**config.mk**
```make
export PLATFORM = sky130hd
export DESIGN_NAME = esc_pwm_driver
export DESIGN_NICKNAME = d
export VERILOG_FILES = /design/src/rtl/drone_pwm_pkg.sv /design/src/rtl/pwm_period_timer.sv /design/src/rtl/esc_pwm_driver.sv
export SDC_FILE = /design/constraint.sdc
export NUM_CORES = 1
export LEC_CHECK = 0
export ABC_AREA = 1
export CAP_MARGIN = 20
export CORE_AREA = 3 3 96 98
export CTS_BUF_LIST = sky130_fd_sc_hd__clkbuf_2 sky130_fd_sc_hd__clkbuf_4 sky130_fd_sc_hd__clkbuf_8
export DETAILED_ROUTE_END_ITERATION = 7
export DIE_AREA = 0 0 99 101
export PLACE_DENSITY = 0.45
export REMOVE_ABC_BUFFERS = 1
export SYNTH_ARGS = -nofsm -noshare
export SYNTH_HDL_FRONTEND = slang
export SYNTH_SLANG_ARGS = --single-unit
```
**constraint.sdc**
```tcl
create_clock -name clk -period 2.2 [get_ports clk]
set_input_delay 0.55 -clock clk [delete_from_list [all_inputs] [get_ports clk]]
set_output_delay 0.55 -clock clk [all_outputs]
set_load 0.05 [all_outputs]
```
**src/rtl/drone_pwm_pkg.sv**
```systemverilog
// Shared constants and state encoding for the ESC PWM drive path.
package drone_pwm_pkg;

    localparam logic [7:0] DUTY_MAX         = 8'h64;
    localparam logic [7:0] DUTY_IDLE        = 8'h32;
    localparam int         STEPS_PER_PERIOD = 100;

    typedef enum logic [1:0] {
        ARMING = 2'd0,
        RUN    = 2'd1,
        SAFE   = 2'd2
    } esc_state_t;

endpackage

```
**src/rtl/pwm_period_timer.sv**
```systemverilog
// PWM period timebase: prescaler of CLK_DIV clocks feeding a 0..99 duty step counter.
module pwm_period_timer
    import drone_pwm_pkg::*;
#(
    parameter int CLK_DIV = 500
) (
    input  logic       clk,
    input  logic       rst_n,
    output logic [6:0] step,
    output logic       period_start_int,
    output logic       period_end
);

    localparam int PW = (CLK_DIV > 1) ? $clog2(CLK_DIV) : 1;

    logic [PW-1:0] presc_q, presc_d;
    logic [6:0]    step_q, step_d;
    logic          presc_last, step_last;

    assign presc_last = (presc_q == PW'(CLK_DIV - 1));
    assign step_last  = (step_q == 7'(STEPS_PER_PERIOD - 1));

    always_comb begin
        presc_d = presc_last ? '0 : presc_q + PW'(1);
        step_d  = step_q;
        if (presc_last) begin
            step_d = step_last ? 7'd0 : step_q + 7'd1;
        end
    end

    always_ff @(posedge clk) begin
        if (!rst_n) begin
            presc_q <= '0;
            step_q  <= '0;
        end else begin
            presc_q <= presc_d;
            step_q  <= step_d;
        end
    end

    assign step             = step_q;
    assign period_start_int = (presc_q == '0) && (step_q == 7'd0);
    assign period_end       = presc_last && step_last;

endmodule

```
**src/rtl/esc_pwm_driver.sv**
```systemverilog
// Single-ESC PWM driver with arming sequence, kill path and period-synchronous duty latch.
// Optional per-period slew limiting of the active duty is compiled in with SLEW_LIMIT_EN.
module esc_pwm_driver
    import drone_pwm_pkg::*;
#(
    parameter int CLK_DIV     = 500,
    parameter int ARM_PERIODS = 200,
    parameter int MAX_STEP    = 2
) (
    input  logic       clk,
    input  logic       rst_n,
    input  logic [7:0] duty_in,
    input  logic       kill,
    output logic       pwm_out,
    output logic       armed,
    output logic       period_start,
    output logic       duty_clamped
);

    localparam int AW = (ARM_PERIODS > 1) ? $clog2(ARM_PERIODS + 1) : 1;

    function automatic logic [7:0] sat_duty(input logic [7:0] d);
        return (d > DUTY_MAX) ? DUTY_MAX : d;
    endfunction

    function automatic logic [7:0] slew_toward(input logic [7:0] cur, input logic [7:0] tgt);
        logic [7:0] lim;
        lim = 8'(MAX_STEP);
        if (tgt > cur + lim) begin
            return cur + lim;
        end else if (cur > tgt + lim) begin
            return cur - lim;
        end
        return tgt;
    endfunction

    logic [6:0]    step;
    logic          period_start_int, period_end;
    esc_state_t    state_q, state_d;
    logic [AW-1:0] arm_cnt_q, arm_cnt_d;
    logic [7:0]    duty_q, duty_d;
    logic          clamp_q, clamp_d;
    logic          pwm_q, armed_q, pstart_q, dclamp_q;
    logic [7:0]    target;
    logic          over;

    pwm_period_timer #(
        .CLK_DIV(CLK_DIV)
    ) u_timer (
        .clk              (clk),
        .rst_n            (rst_n),
        .step             (step),
        .period_start_int (period_start_int),
        .period_end       (period_end)
    );

    assign target = sat_duty(duty_in);
    assign over   = (duty_in > DUTY_MAX);

    always_comb begin
        state_d   = state_q;
        arm_cnt_d = arm_cnt_q;
        duty_d    = duty_q;
        clamp_d   = clamp_q;

        // kill overrides everything, including the boundary that would finish arming
        if (kill) begin
            state_d = SAFE;
        end else if (period_end) begin
            unique case (state_q)
                ARMING: begin
                    if (arm_cnt_q == AW'(ARM_PERIODS - 1)) begin
                        state_d = RUN;
                    end else begin
                        arm_cnt_d = arm_cnt_q + AW'(1);
                    end
                end
                SAFE: begin
                    state_d   = ARMING;
                    arm_cnt_d = '0;
                end
                default: ;
            endcase
        end

        if (period_end) begin
            if (state_d == RUN) begin
`ifdef SLEW_LIMIT_EN
                duty_d = slew_toward(duty_q, target);
`else
                duty_d = target;
`endif
                clamp_d = over;
            end else begin
                duty_d  = DUTY_IDLE;
                clamp_d = 1'b0;
            end
        end
    end

    // Outputs lag the counters by one clock so armed/duty_clamped line up with period_start.
    always_ff @(posedge clk) begin
        if (!rst_n) begin
            state_q   <= ARMING;
            arm_cnt_q <= '0;
            duty_q    <= DUTY_IDLE;
            clamp_q   <= 1'b0;
            pwm_q     <= 1'b0;
            armed_q   <= 1'b0;
            pstart_q  <= 1'b0;
            dclamp_q  <= 1'b0;
        end else begin
            state_q   <= state_d;
            arm_cnt_q <= arm_cnt_d;
            duty_q    <= duty_d;
            clamp_q   <= clamp_d;
            pwm_q     <= ({1'b0, step} < duty_q);
            armed_q   <= (state_q == RUN);
            pstart_q  <= period_start_int;
            dclamp_q  <= clamp_q;
        end
    end

    assign pwm_out      = pwm_q;
    assign armed        = armed_q;
    assign period_start = pstart_q;
    assign duty_clamped = dclamp_q;

endmodule

```
[Yosys cells after proc, flatten, opt, wreduce, memory -nomap -nowiden]
Index checks and enable logic that the tools add are counted.
Widths: inputs -> output; s select.
Cells by class
  add/subtract/negate cells: 3
  $mul: 0
  div/mod/pow operators: 0
  magnitude comparators: 2
  equal/unequal tests: 7
  shift operators: 0
  muxes and demuxes: 10
  bitwise gates (word level): 2
  reductions and logical operators: 8
Operators by type and width (count)
  $mux 8: 3
  $pmux 8 s2: 1
  $add 9x1->9 const B: 1
  $eq 9x9->1 const B: 1
  $logic_not 9->1: 1
  $add 8x1->8 const B: 1
  $eq 8x8->1 const B: 1
  $gt 8x7->1 const B: 1
  $lt 7x8->1: 1
  $add 7x1->7 const B: 1
  $eq 7x7->1 const B: 1
  $logic_not 7->1: 1
  $mux 7: 1
  $mux 2: 3
  $eq 2x1->1 const B: 2
  $pmux 2 s2: 1
  $reduce_and 4->1: 1
  $eq 2x2->1 const B: 1
  $logic_and 1x1->1: 2
  $logic_not 2->1: 1
  $ne 2x2->1 const B: 1
  $not 1->1: 2
  $reduce_bool 2->1: 1
  $reduce_or 2->1: 1
  $mux 1: 1
Word-level totals
  register bits after elaboration: 39
  bits in latches: 0
  bits in writable memories: 0
  memory bits (read-only): 0
  input port bits: 11
  memories: 0

[Logic depth before layout (Yosys ltp)]
  depth after elaboration: 7
  depth in mapped cells: 10
  mapped depth without buffers: 10

[By module]
Synthesis repeated with hierarchy kept, for this count alone.
Unflattened totals
  cells, all modules: 315
  area, all modules: 2160.8 um^2
Modules (own cells, without submodules)
  esc_pwm_driver: times used 1, cells an instance 190, area an instance 1298.7 um^2, sequential area each 460.4 um^2
  pwm_period_timer: times used 1, cells an instance 125, area an instance 862.1 um^2, sequential area each 320.3 um^2

[Least setup slack after synthesis]
No wires, ideal clock.
  path type: register to register
  from: register u_timer.step_q[0], in the netlist u_timer.step[0]
  to: register duty_q[4]
  setup time: 0.113 ns
  arrival time: 1.431 ns
  data required time: 2.087 ns
  path slack: 0.656 ns
  cell stages (with the launch flop): 11
  period minus slack after synthesis: 1.544 ns
  cell sequence: dfxtp_1 -> ha_1 -> inv_1 -> nor2_1 -> nand3b_4 -> nor2_4 -> nand2_1 -> nand2_2 -> nand4_4 -> nor2_1 -> nor2_1
Between the ends
  word-level cells in the longest chain between the ends: 6
RTL lines
  from (decl): line pwm_period_timer.sv:17  | logic [6:0] step_q, step_d;
  from (signal assigned): line pwm_period_timer.sv:37  | step_q <= step_d;
  $eq 7x7->1 *: line pwm_period_timer.sv:21  | assign step_last = (step_q == 7'(STEPS_PER_PERIOD - 1));
  $logic_and 1x1->1 *: line pwm_period_timer.sv:43  | assign period_end = presc_last && step_last;
  $mux 2: line esc_pwm_driver.sv:69  | end else if (period_end) begin
  $mux 2: line esc_pwm_driver.sv:67  | if (kill) begin
  $eq 2x1->1: line esc_pwm_driver.sv:87  | if (state_d == RUN) begin
  $mux 8: line esc_pwm_driver.sv:87
  to (signal assigned): line esc_pwm_driver.sv:115  | duty_q <= duty_d;
  to (decl): line esc_pwm_driver.sv:41  | logic [7:0] duty_q, duty_d;
Mark *: on every way between the ends. The rest lies on a longest branch, timed or not.
A chain may end at the register's enable or synchronous reset.

[Worst setup path after layout]
  from: register dclamp_q, in the netlist duty_clamped
  to: output duty_clamped
RTL lines
  from (decl): line esc_pwm_driver.sv:43  | logic pwm_q, armed_q, pstart_q, dclamp_q;
  from (signal assigned): line esc_pwm_driver.sv:120  | dclamp_q <= clamp_q;
  to (decl): line esc_pwm_driver.sv:17  | output logic duty_clamped
No word-level cell between the ends.

==> impl_metrics.ini <==
[floorplan]
ios = 15
std_cell_rows = 34
dieWidth_um = 99
core_area_um2 = 8551
die_y_um = 101
dieArea_um2 = 9999
start_util_pct = 24.23

[setup_path]
path_class = reg -> out
path_delay_family = buffers and inverters
critPathSlowestCell = clkdlybuf4s50_1
arrival_ns = 1.42
startpoint_type = flip-flop
cp_num_buf_inv = 1
crit_chain = clkdlybuf4s50_1
max_stage_delay_ns = 0.80
critPathMaxFanout = 1
worstPathRequired_ns = 1.65
end_kind = primary output

[clock_network]
numCtsBuffers = 5
cts_resized = 0
cts_tree = yes
clk_pin_slew_worst_paths_ns = 0.07
clock_sinks = 39
h-tree-depth = 2
cts_hold_buf = 0
cts_root_buffer = clkbuf_8
cts_setup_buffers = 0
clock_path_buffers = 2
clkLatencyLatePin_ns = 0.28

[timing]
slew_viol_final = 0
hold_viol_final = 0
relSlewSlack_pct = 66.91
period_share_pct = 89.67
fmax_mhz = 506.9
rsz0062_at_grt = no
skew_ns = 0.004934
fin_crit_ns = 1.973
tns_ns = 0
finalSetupViolations = 0
setup_slack_ns = 0.2273
worst_pin_slew_ns = 0.4947

[yosys]
synth_top_cells_by_area = dfxtp_1, nand2_1, nor2_1
synth_top_area_share_pct = 37.68
seq_area_frac_synth_pct = 37.68
syn_area_um2 = 2072
synth_common_cells = nand2_1, nor2_1, inv_1
yosysTopAreaCell = dfxtp_1
synthAdderAreaFrac_pct = 6.643
synth_cells = 288
synth.most_common_cell = nand2_1
synth-edff-count = 0
synth_top_family_by_area = simple AND/OR/NAND/NOR gates
synth_compound_area_share_pct = 10.08
synthSimpleGateAreaFrac_pct = 35.27
synth-seq-cells = 39
synth_cell_types = 30
avgSynthCellArea_um2 = 7.194
yosys_warnings = 0
synthMuxAreaShare_pct = 0
synth_xor_area_share_pct = 2.536
synthFlopType = dfxtp_1
async_reset_ff_share_pct = 0

[place]
hpwl_mm = 3.467
dp_slack_ns = 0.3187
port_buffers = 14
placed_cell_area_um2 = 2366
gp_congestion = 0.7458

[final_layout]
final_area_um2 = 2442
final_util_pct = 28.56
antenna_cells = 0
final.fill_count = 940
drive_gt1_share_pct = 9.032
fin_nets = 333
area_delta_synth_final_pct = 17.87

[pwr]
finalPower_mw = 1.269
comb_power_share_pct = 7.3
p_leak_nw = 0.9924
ir_worst_vdd_mv = 0.3248
switching_share_pct = 23.04
intPower_uw = 976.9
power.density_nw_per_um2 = 519.7
p_seq_share_pct = 56.8
switching_power_uw = 292.5
p_clk_share_pct = 35.8

[flow_run]
maxCapViolations = 0

[drt]
viasPerCell = 4.249
routedWlPerCell_um = 10.40
vias = 1776
first_pass_iters = 4
wirelength_mm = 4.349
drc = 0
drt_iter0_drc = 76
postRouteAntennaNets = 0

[min_path]
min_path_type = reg -> reg

[grt]
antenna_found_initial = 0
grt_pass1_vias = 1653
grt_max_degree = 11
grt_use_total_pct = 9.395
grt-ovfl-total = 0
grt_pass1_wl_mm = 7.590

[outcome]
outcome = finished clean
## power groups by stage
stage | combinational [mW] | sequential [mW] | clock, mW
2_1_floorplan | 0.0397 | 0.747 | 0
3_3_place_gp | 0.0956 | 0.738 | 0
3_5_place_dp | 0.0947 | 0.738 | 0
4_1_cts | 0.0949 | 0.721 | 0.481
5_1_grt | 0.104 | 0.722 | 0.511
6_report | 0.0933 | 0.721 | 0.455
## metrics by stage
step	std cells	hold slack, ns
2_1_floorplan	287	0.4040
6_report	418	0.4285
3_5_place_dp	412	0.4238
3_3_place_gp	412	0.4198
5_1_grt	418	0.4706
4_1_cts	418	0.4353
## routing by layer
metal / GRT usage, % / vias up / part of all wire [%]
li1: - / 973 / -
met5: 0 / - / 0
met2: 14.20 / 19 / 42
met3: 2.284 / 4 / 3.0
met4: 2.836 / 0 / 0.76
met1: 13.19 / 780 / 54
## cell usage in the layout (no fill, tap or decap), drive strengths merged
cell | synthesis | routed
nand3b | 1 | 1
o21a | 2 | 2
nand2 | 57 | 57
xor2 | 5 | 5
nor4 | 1 | 1
nand3 | 20 | 20
inv | 42 | 42
o21ai | 13 | 13
xnor2 | 1 | 1
a31oi | 1 | 1
o21bai | 1 | 1
nor3b | 2 | 2
a21o | 1 | 1
ha | 11 | 11
clkdlybuf4s50 | 0 | 14
clkbuf | 1 | 6
buf | 0 | 3
nor3 | 7 | 7
or2 | 2 | 2
a21oi | 20 | 20
dfxtp | 39 | 39
a22oi | 1 | 1
nand4 | 8 | 8
nor2 | 52 | 52
## path summary, 6_finish.rpt
path	startpoint	end	slack, ns	depth (start not counted)
worst min register to register	clamp_q$_SDFFE_PN0N_	duty_clamped$_SDFF_PN0_	0.43	2
worst min-delay path	clamp_q$_SDFFE_PN0N_	duty_clamped$_SDFF_PN0_	0.43	2
worst max-delay path	duty_clamped$_SDFF_PN0_	duty_clamped	0.23	1
worst max register to register	u_timer.step[1]$_SDFFE_PN0N_	arm_cnt_q[2]$_SDFFE_PN0P_	0.38	8
## final cells by class
type,count,area [um2],share of cell area (%)
clock buffer,6,76.32,3.125
inverter,42,157.7,6.455
multi-input combinational,206,1130,46.26
sequential,39,780.7,31.97
tap,108,135.1,5.533
timing repair buffer,17,162.7,6.660
## state kept, by name, summed over array words and instances, names as in the netlist
register         count
armed                1
state_q              2
duty_clamped         1
u_timer.presc_q      9
period_start         1
duty_q               8
clamp_q              1
arm_cnt_q            8
pwm_out              1
u_timer.step         7
## cells by family (layout without fill, tap and decap cells)
group	Yosys count	after routing
flip-flops	39	39
XOR/XNOR	6	6
adder cells (fa/ha/maj)	11	11
buffers and inverters	43	65
AND/OR/NAND/NOR	150	150
AO/OA/AOI/OAI	39	39
(Power assumes the default switching activity.)
